<file path="config.mk">
export PLATFORM = sky130hd
export DESIGN_NAME = control_unit
export DESIGN_NICKNAME = d
export VERILOG_FILES = /design/src/rtl/control_unit_pkg.sv /design/src/rtl/control_unit_sequence_counter.sv /design/src/rtl/control_unit.sv
export SDC_FILE = /design/constraint.sdc
export NUM_CORES = 1
export LEC_CHECK = 0
export BUFFER_PORTS_ARGS = -buffer_cell sky130_fd_sc_hd__buf_4
export CORE_ASPECT_RATIO = 0.9
export CORE_MARGIN = 2
export CORE_UTILIZATION = 40
export CTS_BUF_LIST = sky130_fd_sc_hd__clkbuf_16
export CTS_CLUSTER_DIAMETER = 200
export DETAILED_ROUTE_END_ITERATION = 10
export HOLD_SLACK_MARGIN = 0.05
export PLACE_DENSITY_LB_ADDON = 0.12
export SETUP_SLACK_MARGIN = 0.2
export SYNTH_ARGS = -nofsm -noshare
export SYNTH_HDL_FRONTEND = slang
export SYNTH_SLANG_ARGS = --single-unit
</file>
<file path="constraint.sdc">
create_clock -name clock -period 7.9 [get_ports clock]
set_clock_uncertainty 0.05 [all_clocks]
set_input_delay 0.79 -clock clock [delete_from_list [all_inputs] [get_ports clock]]
set_output_delay 0.79 -clock clock [all_outputs]
set_load 0.005 [all_outputs]
</file>
<file path="src/rtl/control_unit_pkg.sv">
// Shared definitions for the hardwired sequencer: opcodes, datapath function
// codes, mux sources, address-register indices and the bundled control word.
package control_unit_pkg;

  // Width of the one-hot T counter, i.e. the longest micro-sequence.
  localparam int T_STATES = 8;
  localparam logic [T_STATES-1:0] T0_ONEHOT = T_STATES'(1);

  typedef enum logic [5:0] {
    OP_BRA = 6'h00,
    OP_BNE = 6'h01,
    OP_BEQ = 6'h02,
    OP_ADD = 6'h04,
    OP_SUB = 6'h05,
    OP_LD  = 6'h06,
    OP_ST  = 6'h07,
    OP_HLT = 6'h3F
  } opcode_t;

  typedef enum logic [4:0] {
    ALU_PASS_A = 5'b00000,
    ALU_ADD    = 5'b00100,
    ALU_SUB    = 5'b00110
  } alu_fun_t;

  typedef enum logic [2:0] {
    RF_DEC  = 3'b000,
    RF_INC  = 3'b001,
    RF_LOAD = 3'b010,
    RF_CLR  = 3'b011
  } rf_fun_t;

  typedef enum logic [1:0] {ARF_DEC, ARF_INC, ARF_LOAD, ARF_CLR} arf_fun_t;
  typedef enum logic [1:0] {DR_CLR, DR_LOAD, DR_SHL, DR_SHR} dr_fun_t;

  // Sources shared by MuxA/MuxB/MuxC.
  typedef enum logic [1:0] {MUX_ALU, MUX_ARFC, MUX_DR, MUX_IR} mux_src_t;

  // Address register file read ports.
  typedef enum logic [1:0] {ARF_PC, ARF_AR, ARF_SP} arf_idx_t;

  // Register enables are active-low; all-ones means every register holds.
  localparam logic [3:0] RF_EN_NONE  = 4'b1111;
  localparam logic [2:0] ARF_EN_NONE = 3'b111;
  localparam logic [2:0] ARF_EN_PC   = 3'b011;  // enable bits are {PC,AR,SP}

  // Every select/enable driven into the datapath, bundled so a single
  // default assignment covers all of them.
  typedef struct packed {
    logic [1:0] mux_a, mux_b, mux_c;
    logic       mux_d;
    logic [3:0] rf_reg, rf_scr;
    logic [2:0] rf_fun, rf_out_a, rf_out_b;
    logic [4:0] alu_fun;
    logic [2:0] arf_reg;
    logic [1:0] arf_fun, arf_out_c, arf_out_d;
    logic       dr_en;
    logic [1:0] dr_fun;
    logic       mem_cs, mem_wr, ir_high, ir_write;
  } ctrl_t;

  localparam ctrl_t CTRL_IDLE = '{
    mux_a: 2'b00, mux_b: 2'b00, mux_c: 2'b00, mux_d: 1'b0,
    rf_reg: RF_EN_NONE, rf_scr: RF_EN_NONE,
    rf_fun: 3'b000, rf_out_a: 3'b000, rf_out_b: 3'b000,
    alu_fun: 5'b00000,
    arf_reg: ARF_EN_NONE, arf_fun: 2'b00, arf_out_c: 2'b00, arf_out_d: 2'b00,
    dr_en: 1'b0, dr_fun: 2'b00,
    mem_cs: 1'b1, mem_wr: 1'b0, ir_high: 1'b0, ir_write: 1'b0
  };

  // Active-low write enable selecting general register Rn.
  function automatic logic [3:0] rf_en(input logic [1:0] idx);
    return ~(4'b0001 << idx);
  endfunction

endpackage

</file>
<file path="src/rtl/control_unit_sequence_counter.sv">
// One-hot T-state register. Advances one step per cycle, returns to T0 on
// step_end (or on overrun past the last state), and freezes permanently
// once a halt is requested until the next reset.
module sequence_counter
  import control_unit_pkg::*;
(
  input  logic                clock,
  input  logic                reset,
  input  logic                step_end,
  input  logic                freeze,
  output logic [T_STATES-1:0] t,
  output logic                halted
);

  // Advance, wrap or hold the T-state; halt is sticky until reset.
  // NOTE: state registers use non-blocking assignments so every flop samples
  // pre-edge values regardless of statement order.
  always_ff @(posedge clock) begin
    if (reset) begin
      t      <= T0_ONEHOT;
      halted <= 1'b0;
    end else if (halted || freeze) begin
      halted <= 1'b1;
    end else if (step_end || t[T_STATES-1] || !$onehot(t)) begin
      t <= T0_ONEHOT;
    end else begin
      t <= t << 1;
    end
  end

endmodule

</file>
<file path="src/rtl/control_unit.sv">
// Hardwired sequencer for alu_system: two-byte fetch, decode of IROut and one
// micro-op per cycle. All datapath controls are a combinational function of
// the T-state, IROut and the Z flag.
module control_unit
  import control_unit_pkg::*;
(
  input  logic                clock,
  input  logic                reset,
  input  logic [15:0]         IROut,
  input  logic [3:0]          FlagOut,
  output logic [1:0]          MuxASel,
  output logic [1:0]          MuxBSel,
  output logic [1:0]          MuxCSel,
  output logic                MuxDSel,
  output logic [3:0]          RFRegSel,
  output logic [3:0]          RFScrSel,
  output logic [2:0]          RFFunSel,
  output logic [2:0]          RFOutASel,
  output logic [2:0]          RFOutBSel,
  output logic [4:0]          ALUFunSel,
  output logic [2:0]          ARFRegSel,
  output logic [1:0]          ARFFunSel,
  output logic [1:0]          ARFOutCSel,
  output logic [1:0]          ARFOutDSel,
  output logic                DREnable,
  output logic [1:0]          DRFunSel,
  output logic                MemCS,
  output logic                MemWR,
  output logic                IRHighSel,
  output logic                IRWrite,
  output logic [T_STATES-1:0] T,
  output logic                Halted
);

  opcode_t    opc;
  logic [1:0] dst, s1, s2;
  logic       flag_z;
  logic       step_end, freeze, take_branch;
  ctrl_t      c;

  assign opc    = opcode_t'(IROut[15:10]);
  assign dst    = IROut[5:4];
  assign s1     = IROut[3:2];
  assign s2     = IROut[1:0];
  assign flag_z = FlagOut[3];

  // The immediate byte reaches the datapath through MuxB, and only Z steers
  // branches, so these bits are deliberately ignored here.
  logic unused_bits;
  assign unused_bits = ^{IROut[9:6], FlagOut[2:0]};

  sequence_counter u_seq (
    .clock    (clock),
    .reset    (reset),
    .step_end (step_end),
    .freeze   (freeze),
    .t        (T),
    .halted   (Halted)
  );

  // Decode T-state and instruction into one control word per cycle.
  // NOTE: every signal written here gets its default first, so no path
  // through the branches below can infer a latch.
  always_comb begin
    c           = CTRL_IDLE;
    step_end    = 1'b0;
    freeze      = 1'b0;
    take_branch = 1'b0;

    // Nothing reaches the datapath while reset is held or after HLT.
    if (!reset && !Halted) begin
      if (T[0] || T[1]) begin
        // Fetch low then high byte from memory[PC], PC++ each time.
        c.arf_out_d = ARF_PC;
        c.mem_cs    = 1'b0;
        c.mem_wr    = 1'b0;
        c.ir_write  = 1'b1;
        c.ir_high   = T[1];
        c.arf_reg   = ARF_EN_PC;
        c.arf_fun   = ARF_INC;
      end else if (T[2]) begin
        step_end = 1'b1;
        unique case (opc)
          OP_BRA: take_branch = 1'b1;
          OP_BNE: take_branch = !flag_z;
          OP_BEQ: take_branch = flag_z;
          OP_ADD, OP_SUB: begin
            c.rf_out_a = {1'b0, s1};
            c.rf_out_b = {1'b0, s2};
            c.mux_d    = 1'b0;
            c.alu_fun  = (opc == OP_ADD) ? ALU_ADD : ALU_SUB;
            c.mux_a    = MUX_ALU;
            c.rf_fun   = RF_LOAD;
            c.rf_reg   = rf_en(dst);
          end
          OP_LD: begin
            // Memory[AR] into DR now; DR into Rdst on T3.
            step_end    = 1'b0;
            c.arf_out_d = ARF_AR;
            c.mem_cs    = 1'b0;
            c.dr_en     = 1'b1;
            c.dr_fun    = DR_LOAD;
          end
          OP_ST: begin
            c.rf_out_a  = {1'b0, s1};
            c.mux_d     = 1'b0;
            c.alu_fun   = ALU_PASS_A;
            c.mux_c     = MUX_ALU;
            c.arf_out_d = ARF_AR;
            c.mem_cs    = 1'b0;
            c.mem_wr    = 1'b1;
          end
          OP_HLT: begin
            step_end = 1'b0;
            freeze   = 1'b1;
          end
          default: ;  // undefined opcode: one idle step, then fetch
        endcase
        if (take_branch) begin
          c.mux_b   = MUX_IR;
          c.arf_reg = ARF_EN_PC;
          c.arf_fun = ARF_LOAD;
        end
      end else begin
        // Only LD reaches T3; any later state just restarts the fetch.
        step_end = 1'b1;
        if (T[3] && opc == OP_LD) begin
          c.mux_a  = MUX_DR;
          c.rf_fun = RF_LOAD;
          c.rf_reg = rf_en(dst);
        end
      end
    end
  end

  assign MuxASel    = c.mux_a;
  assign MuxBSel    = c.mux_b;
  assign MuxCSel    = c.mux_c;
  assign MuxDSel    = c.mux_d;
  assign RFRegSel   = c.rf_reg;
  assign RFScrSel   = c.rf_scr;
  assign RFFunSel   = c.rf_fun;
  assign RFOutASel  = c.rf_out_a;
  assign RFOutBSel  = c.rf_out_b;
  assign ALUFunSel  = c.alu_fun;
  assign ARFRegSel  = c.arf_reg;
  assign ARFFunSel  = c.arf_fun;
  assign ARFOutCSel = c.arf_out_c;
  assign ARFOutDSel = c.arf_out_d;
  assign DREnable   = c.dr_en;
  assign DRFunSel   = c.dr_fun;
  assign MemCS      = c.mem_cs;
  assign MemWR      = c.mem_wr;
  assign IRHighSel  = c.ir_high;
  assign IRWrite    = c.ir_write;

endmodule

</file>
==> summary.txt, run 1 <==
Number of flops mapped to enable cells by yosys -> 0
Hold_ws -> 483 ps
Initial core utilization -> 41.4%
Total via count after detailed routing -> 852
Int Pwr -> 160 uW
Vertical die dimension -> 51.5 um
Total power density per cell area -> 178 mW/mm^2
CTS root buf -> sky130_fd_sc_hd__clkbuf_16
First-iteration detailed-routing DRC count -> 21
Fraction of the yosys area taken by sequential cells -> 17.9%
Area delta synth->final -> 34.0%
Power share of the combinational group -> 39.3%
Number of core rows -> 17
Worst setup path class -> flop to flop
Mean post-synth cell area -> 8.89 um^2
Final setup violation count -> 0
TritonCTS buffer count -> 3
CTS tree -> yes
Nature of the critical path startpoint -> flop
Routed wire per std cell -> 11.8 um
Share of total power in sequential cells -> 24.7%
Top FF cell, synth -> sky130_fd_sc_hd__dfxtp_1
#FFs+latches synth -> 9
Fraction of registers with async set or reset after synthesis -> 0%
Number of buffers on the longest clock path -> 2
Kind of end point of the critical path -> flop
Fillers -> 224
Number of nets with antenna violations after detailed routing -> 0
Cts hold-fix bufs -> 0
Pleak -> 0.699 nW
Number of top-level pins -> 76
Number of antenna cells inserted -> 0
Total core area -> 0.00242 mm^2
Worst-margin pin slew -> 582 ps
Max transition margin -> 60.9%
Ordered list of cells on the worst path -> ha_1 -> fa_1 -> inv_1 -> fa_1 -> inv_1 -> ha_1 -> fa_1 -> nor2_1 -> nand4_1 -> a31oi_4 -> a22o_1
Timing-limited maximum frequency -> 298 MHz
Number of iterations in the first detailed-routing pass -> 4
Number of buffer cells added on primary ports -> 47
FF-to-FF Start -> u_seq.t[2]
Min Tclk post-route -> 3360 ps
Initial antenna violation count -> 0
Core occupancy in the finished layout -> 55.5%
Overall power of the completed layout -> 240 uW
Cell variety after synth -> 33
Highest fanout seen on the critical path -> 9
Source of the critical timing path -> u_seq.t[2]
Tightest Hold Check Type -> flop to flop
Data arrival time of the critical path -> 3490 ps
Switch Pwr -> 80.1 uW
Global route overflow -> 0
Num Clock Sinks -> 9
Count of max-cap constraint violations -> 0
Wirelength, routed -> 2170 um
CTS H-Tree Depth -> 1
Global-route wire length before repair -> 3480 um
Detailed-route vias per instance -> 4.63
Critical Path Max Stage Delay -> 530 ps
Total of warnings raised by yosys -> 0
Run status -> finished, final reports clean
Fin Setup TNS -> 0 ps
Max-slew violation count -> 0
Nets@finish -> 190
Worst slack, placed -> 4520 ps
Die area -> 0.00293 mm^2
DRC Markers -> 0
Switch share -> 33.3%
Hold path start -> u_seq.t[0]
Number of setup buffers added after CTS -> 0
Clock transition at the registers of the reported paths -> 40 ps
Library cell appearing most often on the critical path -> sky130_fd_sc_hd__fa_1
Overall global routing resource usage -> 15.0%
FF+latch area -> 180 um^2
Data required, critical path -> 8020 ps
Unrepaired setup endpoints after global routing -> no
Synthesized netlist cell count -> 113
Pin count of the biggest net entering global routing -> 13
Critical Path Slowest Stage Cell -> sky130_fd_sc_hd__fa_1
Hold Violations, Final -> 0
Clock share of power -> 36.0%
Share of final-layout standard cells stronger than drive strength 1 -> 39.7%
Detailed Place HPWL -> 1750 um
Multi-input combinational cell area -> 658 um^2
Number of global-route vias before repair -> 735
Worst-skew pair later-pin latency -> 230 ps
Number of instances resized during post-cts repair -> 0
Worst Setup Slack, final -> 4540 ps
Routability congestion estimate from global placement -> 0.766
Period Utilization, post-route -> 42.5%
Peak supply drop -> 0.000277 V
Die outline width -> 56.8 um
Post-Synthesis Cell Area -> 0.00100 mm^2
[synth_stat cells (2+ instances only)]
library cell               number  area share [%]
sky130_fd_sc_hd__nor3b_2        5             6.2
sky130_fd_sc_hd__nand3_1        2             1.0
sky130_fd_sc_hd__nand4b_1       2             1.7
sky130_fd_sc_hd__nor2_1         9             3.4
sky130_fd_sc_hd__a22o_1         6             5.2
sky130_fd_sc_hd__inv_1         11             4.1
sky130_fd_sc_hd__fa_1           4             8.0
sky130_fd_sc_hd__a21oi_1        3             1.5
sky130_fd_sc_hd__and4_1         3             2.6
sky130_fd_sc_hd__conb_1         2            0.75
sky130_fd_sc_hd__dfxtp_1        9              18
sky130_fd_sc_hd__nand4_1        3             1.9
sky130_fd_sc_hd__buf_4         25              19
sky130_fd_sc_hd__ha_1           7             8.7
sky130_fd_sc_hd__and2_1         3             1.9
sky130_fd_sc_hd__nand2_1        2            0.75
[cell usage in the layout, fill, tap and decap left out, drive strengths merged, types with 2 or more instances in the layout]
cell and n:
buf 47, conb 21, inv 12, nor2 10, dfxtp 9, ha 7
a22o 6, nor3b 5, fa 4, and4 3, and2 3, a21oi 3
nand4 3, clkbuf 3, nand2 3, nand3 3, nand4b 2, and3 2
[sequential cells by signal, summed over array words and instances, names as in the netlist]
name and count:
u_seq.t 8, u_seq.halted 1
[power groups by stage]
stage,clock [mW],sequential [mW],combinational [mW]
floorplan,0,0.0586,0.0676
global placement,0,0.0594,0.0936
detailed placement,0,0.0603,0.0964
CTS,0.0878,0.0596,0.0968
global route,0.0922,0.0605,0.111
finish,0.0865,0.0594,0.0944
[area by class of cell]
type / count / area share (%)
multi-input cells: 85 / 48.9
clock inverters: 1 / 0.279
repair buffers: 47 / 26.2
flip-flops and latches: 9 / 13.4
well taps: 28 / 2.60
inverters: 11 / 3.07
clock buffers: 3 / 5.58
[path summary, 6_finish.rpt]
path / to / slack (ps) / cells after the start
max: u_seq.t[7] / 4540 / 11
max reg2reg: u_seq.t[7] / 4540 / 11
min: u_seq.t[0] / 480 / 2
min reg2reg: u_seq.t[0] / 480 / 2
[metal layers]
metal	vias up	GRT usage, %	wire, um
met4	0	1.16	0
met2	42	24.2	992
li1	430	-	-
met5	-	0	0
met1	380	20.5	942
met3	0	5.22	232
[through the flow]
| step | cells | cell area, um^2 |
|---|---|---|
| floorplan | 132 | 1080 |
| global placement | 180 | 1270 |
| detailed placement | 180 | 1270 |
| CTS | 184 | 1350 |
| global route | 184 | 1350 |
| finish | 184 | 1350 |
[worst max-delay path, delay by kind of cell, from the launching register on]
family	cells	cell delay, ps
adders and majority gates	5	1990
AOI/OAI and AO/OA	2	490
DFF	1	390
and+or+nand+nor	2	280
buffers and inverters	2	100
[logic make-up after synthesis]
| family | after synthesis | share of synthesized area [%] |
|---|---|---|
| AND/OR/NAND/NOR | 39 | 28.3 |
| adder cells (fa/ha/maj) | 11 | 16.7 |
| buffers and inverters | 38 | 23.7 |
| other | 2 | 0.747 |
| AO/OA/AOI/OAI | 13 | 11.7 |
| multiplexers | 1 | 0.996 |
| flip-flops | 9 | 17.9 |
(Power assumes the default switching activity.)
==> inputs of run 2 (changes only) <==
Clock period 7.9 ns to 3.4 ns, I/O delays scaled along.
==> run 2 against run 1 <==
  * Fmax increased by 5.6%
  * Sequential share of layout area increased by 0.25 points
  * Worst setup slack got worse by 4300 ps
  * Routed wire length increased by 9.0%
  * Critical path type unchanged
  * Worst hold slack got worse by 180 ps
  * Sequential power increased by 130%
==> summary.txt, run 2 (synthesized netlist as in run 1, its figures left out) <==
Run status -> finished, final reports clean
Overall power of the completed layout -> 595 uW (+150%)
Total via count after detailed routing -> 899 (+5.5%)
Number of buffers on the longest clock path -> 2 (unchanged)
Number of global-route vias before repair -> 807 (+9.8%)
Largest registers -> u_seq.t x8, u_seq.halted x1
Hold path start -> reset
Initial antenna violation count -> 0 (unchanged)
R2R cell count -> 11 (unchanged)
Critical Path Slowest Stage Cell -> sky130_fd_sc_hd__fa_1
Pin count of the biggest net entering global routing -> 13 (unchanged)
Top reg by flops -> u_seq.t
Peak supply drop -> 0.000386 V (+39%)
Hold Violations, Final -> 0 (unchanged)
Library cell appearing most often on the critical path -> sky130_fd_sc_hd__fa_1
Area delta synth->final -> 42.5%
Number of iterations in the first detailed-routing pass -> 4 (unchanged)
Count of max-cap constraint violations -> 0 (unchanged)
FF-to-FF Start -> u_seq.t[5]
Endpoint of the lowest-slack register-to-register path -> u_seq.t[4]
Detailed Place HPWL -> 1800 um (+2.8%)
Min Tclk post-route -> 3180 ps (-178 ps)
Worst slack, placed -> 18.5 ps (-4500 ps)
Data arrival time of the critical path -> 3310 ps (-180 ps)
Routed wire per std cell -> 12.5 um (+6.2%)
Worst-margin pin slew -> 572 ps (-9.28 ps)
Post-route design area -> 0.00143 mm^2 (+6.3%)
Ordered list of cells on the worst path -> ha_4 -> fa_1 -> inv_2 -> fa_1 -> inv_1 -> ha_2 -> fa_1 -> nor2_1 -> nand4_1 -> a31oi_4 -> a22o_1
Die area -> 0.00293 mm^2 (unchanged)
DP Area -> 0.00128 mm^2 (+1.2%)
Max transition margin -> 61.7% (+0.78 points)
Number of flip-flops in the largest register -> 8 (unchanged)
CTS root buf -> sky130_fd_sc_hd__clkbuf_16
Tightest Hold Check Type -> input pin to flop
Data required, critical path -> 3520 ps (-4500 ps)
Final setup violation count -> 0 (unchanged)
Number of core rows -> 17 (unchanged)
DRC Markers -> 0 (unchanged)
Hold_ws -> 299 ps (-183 ps)
Nets@finish -> 195 (+2.6%)
Number of buffer cells added on primary ports -> 47 (unchanged)
CTS H-Tree Depth -> 1 (unchanged)
Max-slew violation count -> 0 (unchanged)
Cts hold-fix bufs -> 0 (unchanged)
Worst path bufs/invs -> 2 (unchanged)
Number of nets with antenna violations after detailed routing -> 0 (unchanged)
Share of final-layout standard cells stronger than drive strength 1 -> 48.4% (+8.7 points)
Instance count along the most critical hold path -> 2 (unchanged)
Wirelength, routed -> 2360 um (+9.0%)
Global route overflow -> 0 (unchanged)
Instance count after placement with tap cells included -> 182 (+1.1%)
Pleak -> 0.717 nW (+2.6%)
Detailed-route vias per instance -> 4.76 (+2.7%)
Number of top-level pins -> 76 (unchanged)
Highest fanout seen on the critical path -> 7 (-2)
Unrepaired setup endpoints after global routing -> yes
Period Utilization, post-route -> 93.6% (+51 points)
Worst Setup Slack, final -> 217 ps (-4320 ps)
Global-route wire length before repair -> 3770 um (+8.1%)
Cell class contributing the biggest share of worst-path delay -> adder cells
Initial core utilization -> 41.4% (unchanged)
Finished Layout Cells -> 189 (+2.7%)
Most used cells in the layout excluding fill and tap cells -> sky130_fd_sc_hd__buf_4 (52), sky130_fd_sc_hd__conb_1 (21), sky130_fd_sc_hd__inv_1 (10)
Clock transition at the registers of the reported paths -> 40 ps (about the same)
Worst Hold End -> u_seq.halted
Routability congestion estimate from global placement -> 0.754 (-1.6%)
Num Clock Sinks -> 9 (unchanged)
Fin Setup TNS -> 0 ps (unchanged)
Nature of the critical path startpoint -> flop
Number of antenna cells inserted -> 0 (unchanged)
Kind of end point of the critical path -> flop
TritonCTS buffer count -> 3 (unchanged)
Total power density per cell area -> 416 mW/mm^2 (+130%)
Worst setup path class -> flop to flop
R2R setup slack -> 220 ps (-4320 ps)
Die outline width -> 56.8 um (unchanged)
Critical Path Max Stage Delay -> 550 ps (+20 ps)
Most common cell after layout, fill and taps aside -> sky130_fd_sc_hd__buf_4
Worst-skew pair later-pin latency -> 240 ps (about the same)
Vertical die dimension -> 51.5 um (unchanged)
Overall global routing resource usage -> 16.7% (+1.6 points)
Core occupancy in the finished layout -> 59.0% (+3.5 points)
Timing-limited maximum frequency -> 314 MHz (+5.6%)
Total core area -> 0.00242 mm^2 (unchanged)
CTS tree -> yes
First-iteration detailed-routing DRC count -> 26 (+24%)
run 2: cell types whose count changed in the layout (fill, tap and decap cells not counted), moves of 4 or more:
| cell | delta |
|---|---|
| sky130_fd_sc_hd__buf_4 | +5 |
| sky130_fd_sc_hd__dfxtp_1 | -4 |
| sky130_fd_sc_hd__dfxtp_4 | +4 |
| sky130_fd_sc_hd__ha_1 | -4 |
run 2: worst max-delay path by stage:
stage                           from         end  slack (ps)  cells past startpoint
after floorplan           u_seq.t[1]  u_seq.t[2]         270                     12
after global placement    u_seq.t[1]  u_seq.t[7]          90                     12
after detailed placement  u_seq.t[1]  u_seq.t[4]          20                     12
after CTS                 u_seq.t[0]  u_seq.t[2]         210                     12
after global routing      u_seq.t[4]  u_seq.t[1]         120                     11
final                     u_seq.t[5]  u_seq.t[4]         220                     11
run 2: what timing repair did:
item                                    CTS  global route
endpoints found under the setup margin    8             8
gates resized for setup                  17             0
pin swaps                                 8            11
setup buffers                             3             0
run 2: cell type report:
class | instances | area (um^2)
Timing Repair Buffer | 52 | 390
Multi-Input combinational cell | 85 | 691
Sequential cell | 9 | 195
Fill cell | 234 | 993
Clock inverter | 1 | 3.75
Inverter | 11 | 41.3
Clock buffer | 3 | 75.1
Tap cell | 28 | 35.0
run 2: metal layers:
layer	part of all wire (%)	track usage [%]	wire, um
met5	0	0	0
met4	3.2	10.5	76
met3	9.2	3.73	218
met2	46	26.0	1090
met1	42	21.0	983
run 2: power by group:
part	internal, mW	switching (mW)
Combinational	0.114	0.133
Sequential	0.123	0.0163
Clock	0.154	0.0551
==> inputs of run 3 (changes only) <==
--- a/config.mk
+++ b/config.mk
@@ -16,2 +16,3 @@
 export PLACE_DENSITY_LB_ADDON = 0.12
+export RECOVER_POWER = 25
 export SETUP_SLACK_MARGIN = 0.2
==> constraint.sdc (replaced) <==
create_clock -name clock -period 3.4 [get_ports clock]
set_clock_uncertainty 0.05 [all_clocks]
set_input_delay 0.17 -clock clock [delete_from_list [all_inputs] [get_ports clock]]
set_output_delay 0.17 -clock clock [all_outputs]
set_load 0.005 [all_outputs]
==> run 3 against run 2 <==
  * Register-to-register slack is essentially flat
  * Worst hold slack lost 98 ps
  * Flip-flop and latch count is the same
  * Clock power is essentially flat
  * Count of clock-buffer cells in the layout is the same
  * Combinational power is essentially flat
  * Worst setup slack gained 12 ps
  * Fmax grew 0.37%
  * Final cell count is the same
==> summary.txt, run 3 (synthesized netlist as in run 1, its figures left out) <==
Run status -> finished, final reports clean
Hold_ws -> 201 ps (-98.1 ps)
Power share of the combinational group -> 41.1% (-0.3 points)
Clock transition at the registers of the reported paths -> 40 ps (about the same)
Initial core utilization -> 41.4% (unchanged)
Total via count after detailed routing -> 900 (+0.11%)
Worst setup path class -> flop to flop
Most used cells in the layout excluding fill and tap cells -> sky130_fd_sc_hd__buf_4 (47), sky130_fd_sc_hd__conb_1 (21), sky130_fd_sc_hd__nor2_1 (10), sky130_fd_sc_hd__inv_1 (10), sky130_fd_sc_hd__dfxtp_1 (7)
Share of final-layout standard cells stronger than drive strength 1 -> 45.3% (-3.1 points)
Data arrival time of the critical path -> 3300 ps (about the same)
DP Area -> 0.00128 mm^2 (unchanged)
Cell class contributing the biggest share of worst-path delay -> adder cells
Cts hold-fix bufs -> 0 (unchanged)
Timing-limited maximum frequency -> 315 MHz (+0.37%)
Instance count after placement with tap cells included -> 182 (unchanged)
Core occupancy in the finished layout -> 58.3% (-0.72 points)
Switch Pwr -> 204 uW (+0.13%)
Overall power of the completed layout -> 593 uW (-0.22%)
Library cell appearing most often on the critical path -> sky130_fd_sc_hd__fa_1
Count of max-cap constraint violations -> 0 (unchanged)
Worst path bufs/invs -> 2 (unchanged)
Worst-margin pin slew -> 583 ps (+11.1 ps)
Ordered list of cells on the worst path -> ha_4 -> fa_1 -> inv_2 -> fa_1 -> inv_1 -> ha_2 -> fa_1 -> nor2_1 -> nand4_1 -> a31oi_4 -> a22o_1
FF-to-FF Start -> u_seq.t[5]
Max-slew violation count -> 0 (unchanged)
Number of iterations in the first detailed-routing pass -> 4 (unchanged)
Die area -> 0.00293 mm^2 (unchanged)
Total core area -> 0.00242 mm^2 (unchanged)
Die outline width -> 56.8 um (unchanged)
Total power density per cell area -> 420 mW/mm^2 (+1.0%)
Max transition margin -> 61.0% (-0.74 points)
Top reg by flops -> u_seq.t
Critical Path Slowest Stage Cell -> sky130_fd_sc_hd__fa_1
Clock share of power -> 35.3% (about the same)
Unrepaired setup endpoints after global routing -> yes
Num Clock Sinks -> 9 (unchanged)
Critical Path Max Stage Delay -> 550 ps (about the same)
Data required, critical path -> 3530 ps (about the same)
Routability congestion estimate from global placement -> 0.754 (about the same)
Number of flip-flops in the largest register -> 8 (unchanged)
Hold Violations, Final -> 0 (unchanged)
Finished Layout Cells -> 189 (unchanged)
Number of nets with antenna violations after detailed routing -> 0 (unchanged)
Share of total power in sequential cells -> 23.6% (+0.2 points)
Largest registers -> u_seq.t x8, u_seq.halted x1
Overall global routing resource usage -> 16.7% (unchanged)
Worst Setup Slack, final -> 229 ps (+11.9 ps)
Initial antenna violation count -> 0 (unchanged)
Detailed Place HPWL -> 1800 um (unchanged)
Kind of end point of the critical path -> flop
TritonCTS buffer count -> 3 (unchanged)
Number of buffers on the longest clock path -> 2 (unchanged)
Vertical die dimension -> 51.5 um (unchanged)
Nets@finish -> 195 (unchanged)
Worst-skew pair later-pin latency -> 240 ps (about the same)
Final setup violation count -> 0 (unchanged)
Pleak -> 0.706 nW (-1.6%)
Hold path start -> reset
Source of the critical timing path -> u_seq.t[5]
Pin count of the biggest net entering global routing -> 13 (unchanged)
Global-route wire length before repair -> 3770 um (unchanged)
DRC Markers -> 0 (unchanged)
Number of core rows -> 17 (unchanged)
Detailed-route vias per instance -> 4.76 (+0.11%)
Routed wire per std cell -> 12.5 um (-0.34%)
Fin Setup TNS -> 0 ps (unchanged)
Peak supply drop -> 0.000378 V (-1.9%)
Global route overflow -> 0 (unchanged)
Period Utilization, post-route -> 93.3% (-0.35 points)
First-iteration detailed-routing DRC count -> 22 (-15%)
Post-route design area -> 0.00141 mm^2 (-1.2%)
CTS tree -> yes
Int Pwr -> 389 uW (-0.40%)
Wirelength, routed -> 2360 um (-0.34%)
Nature of the critical path startpoint -> flop
Number of global-route vias before repair -> 807 (unchanged)
Number of antenna cells inserted -> 0 (unchanged)
CTS H-Tree Depth -> 1 (unchanged)
Area delta synth->final -> 40.7%
CTS root buf -> sky130_fd_sc_hd__clkbuf_16
Highest fanout seen on the critical path -> 7 (unchanged)
Tightest Hold Check Type -> input pin to flop
Most common cell after layout, fill and taps aside -> sky130_fd_sc_hd__buf_4
Min Tclk post-route -> 3170 ps (-11.9 ps)
Number of top-level pins -> 76 (unchanged)
Switch share -> 34.4% (+0.12 points)
Number of buffer cells added on primary ports -> 47 (unchanged)
Worst slack, placed -> 18.5 ps (unchanged)
-- run 3: power by group through the flow --
stage | Clock, mW | Combinational (mW) | Sequential, mW
6_report | 0.209 | 0.244 | 0.140
5_1_grt | 0.217 | 0.284 | 0.142
4_1_cts | 0.210 | 0.249 | 0.139
3_5_place_dp | 0 | 0.231 | 0.134
3_3_place_gp | 0 | 0.228 | 0.133
2_1_floorplan | 0 | 0.157 | 0.136
-- run 3: routing by layer --
metal  track usage (%)  share of wire (%)
met1              21.0                 41
met2              26.0                 47
met3              3.73                9.6
met4              10.5                2.5
met5                 0                  0
-- run 3: repair_timing --
item	in CTS	in global routing
setup buffers	3	0
setup endpoints to repair	8	8
pin swaps	8	11
gates resized for setup	17	0
endpoints found under the hold margin	0	0
-- run 3: final timing paths --
check	endpoint	slack, ps	cells past startpoint
setup / recovery	u_seq.t[2]	230	11
hold / removal	u_seq.halted	200	2
setup reg to reg	u_seq.t[2]	230	11
hold reg to reg	u_seq.t[1]	470	1
-- run 3: worst reg2reg max path, delay by kind of cell (launching register included) --
| kind | cells | cell delay (ps) |
|---|---|---|
| AO/OA/AOI/OAI | 2 | 520 |
| adder cells (fa/ha/maj) | 5 | 1810 |
| flip-flops | 1 | 320 |
| buffers and inverters | 2 | 80 |
| AND/OR/NAND/NOR | 2 | 330 |
-- run 3: area by class of cell --
| class | instances | area [um^2] |
|---|---|---|
| flip-flops and latches | 9 | 188 |
| clock inverters | 1 | 3.75 |
| repair buffers | 52 | 383 |
| fillers | 237 | 1010 |
| well taps | 28 | 35.0 |
| multi-input cells | 85 | 688 |
| clock buffers | 3 | 75.1 |
| inverters | 11 | 41.3 |
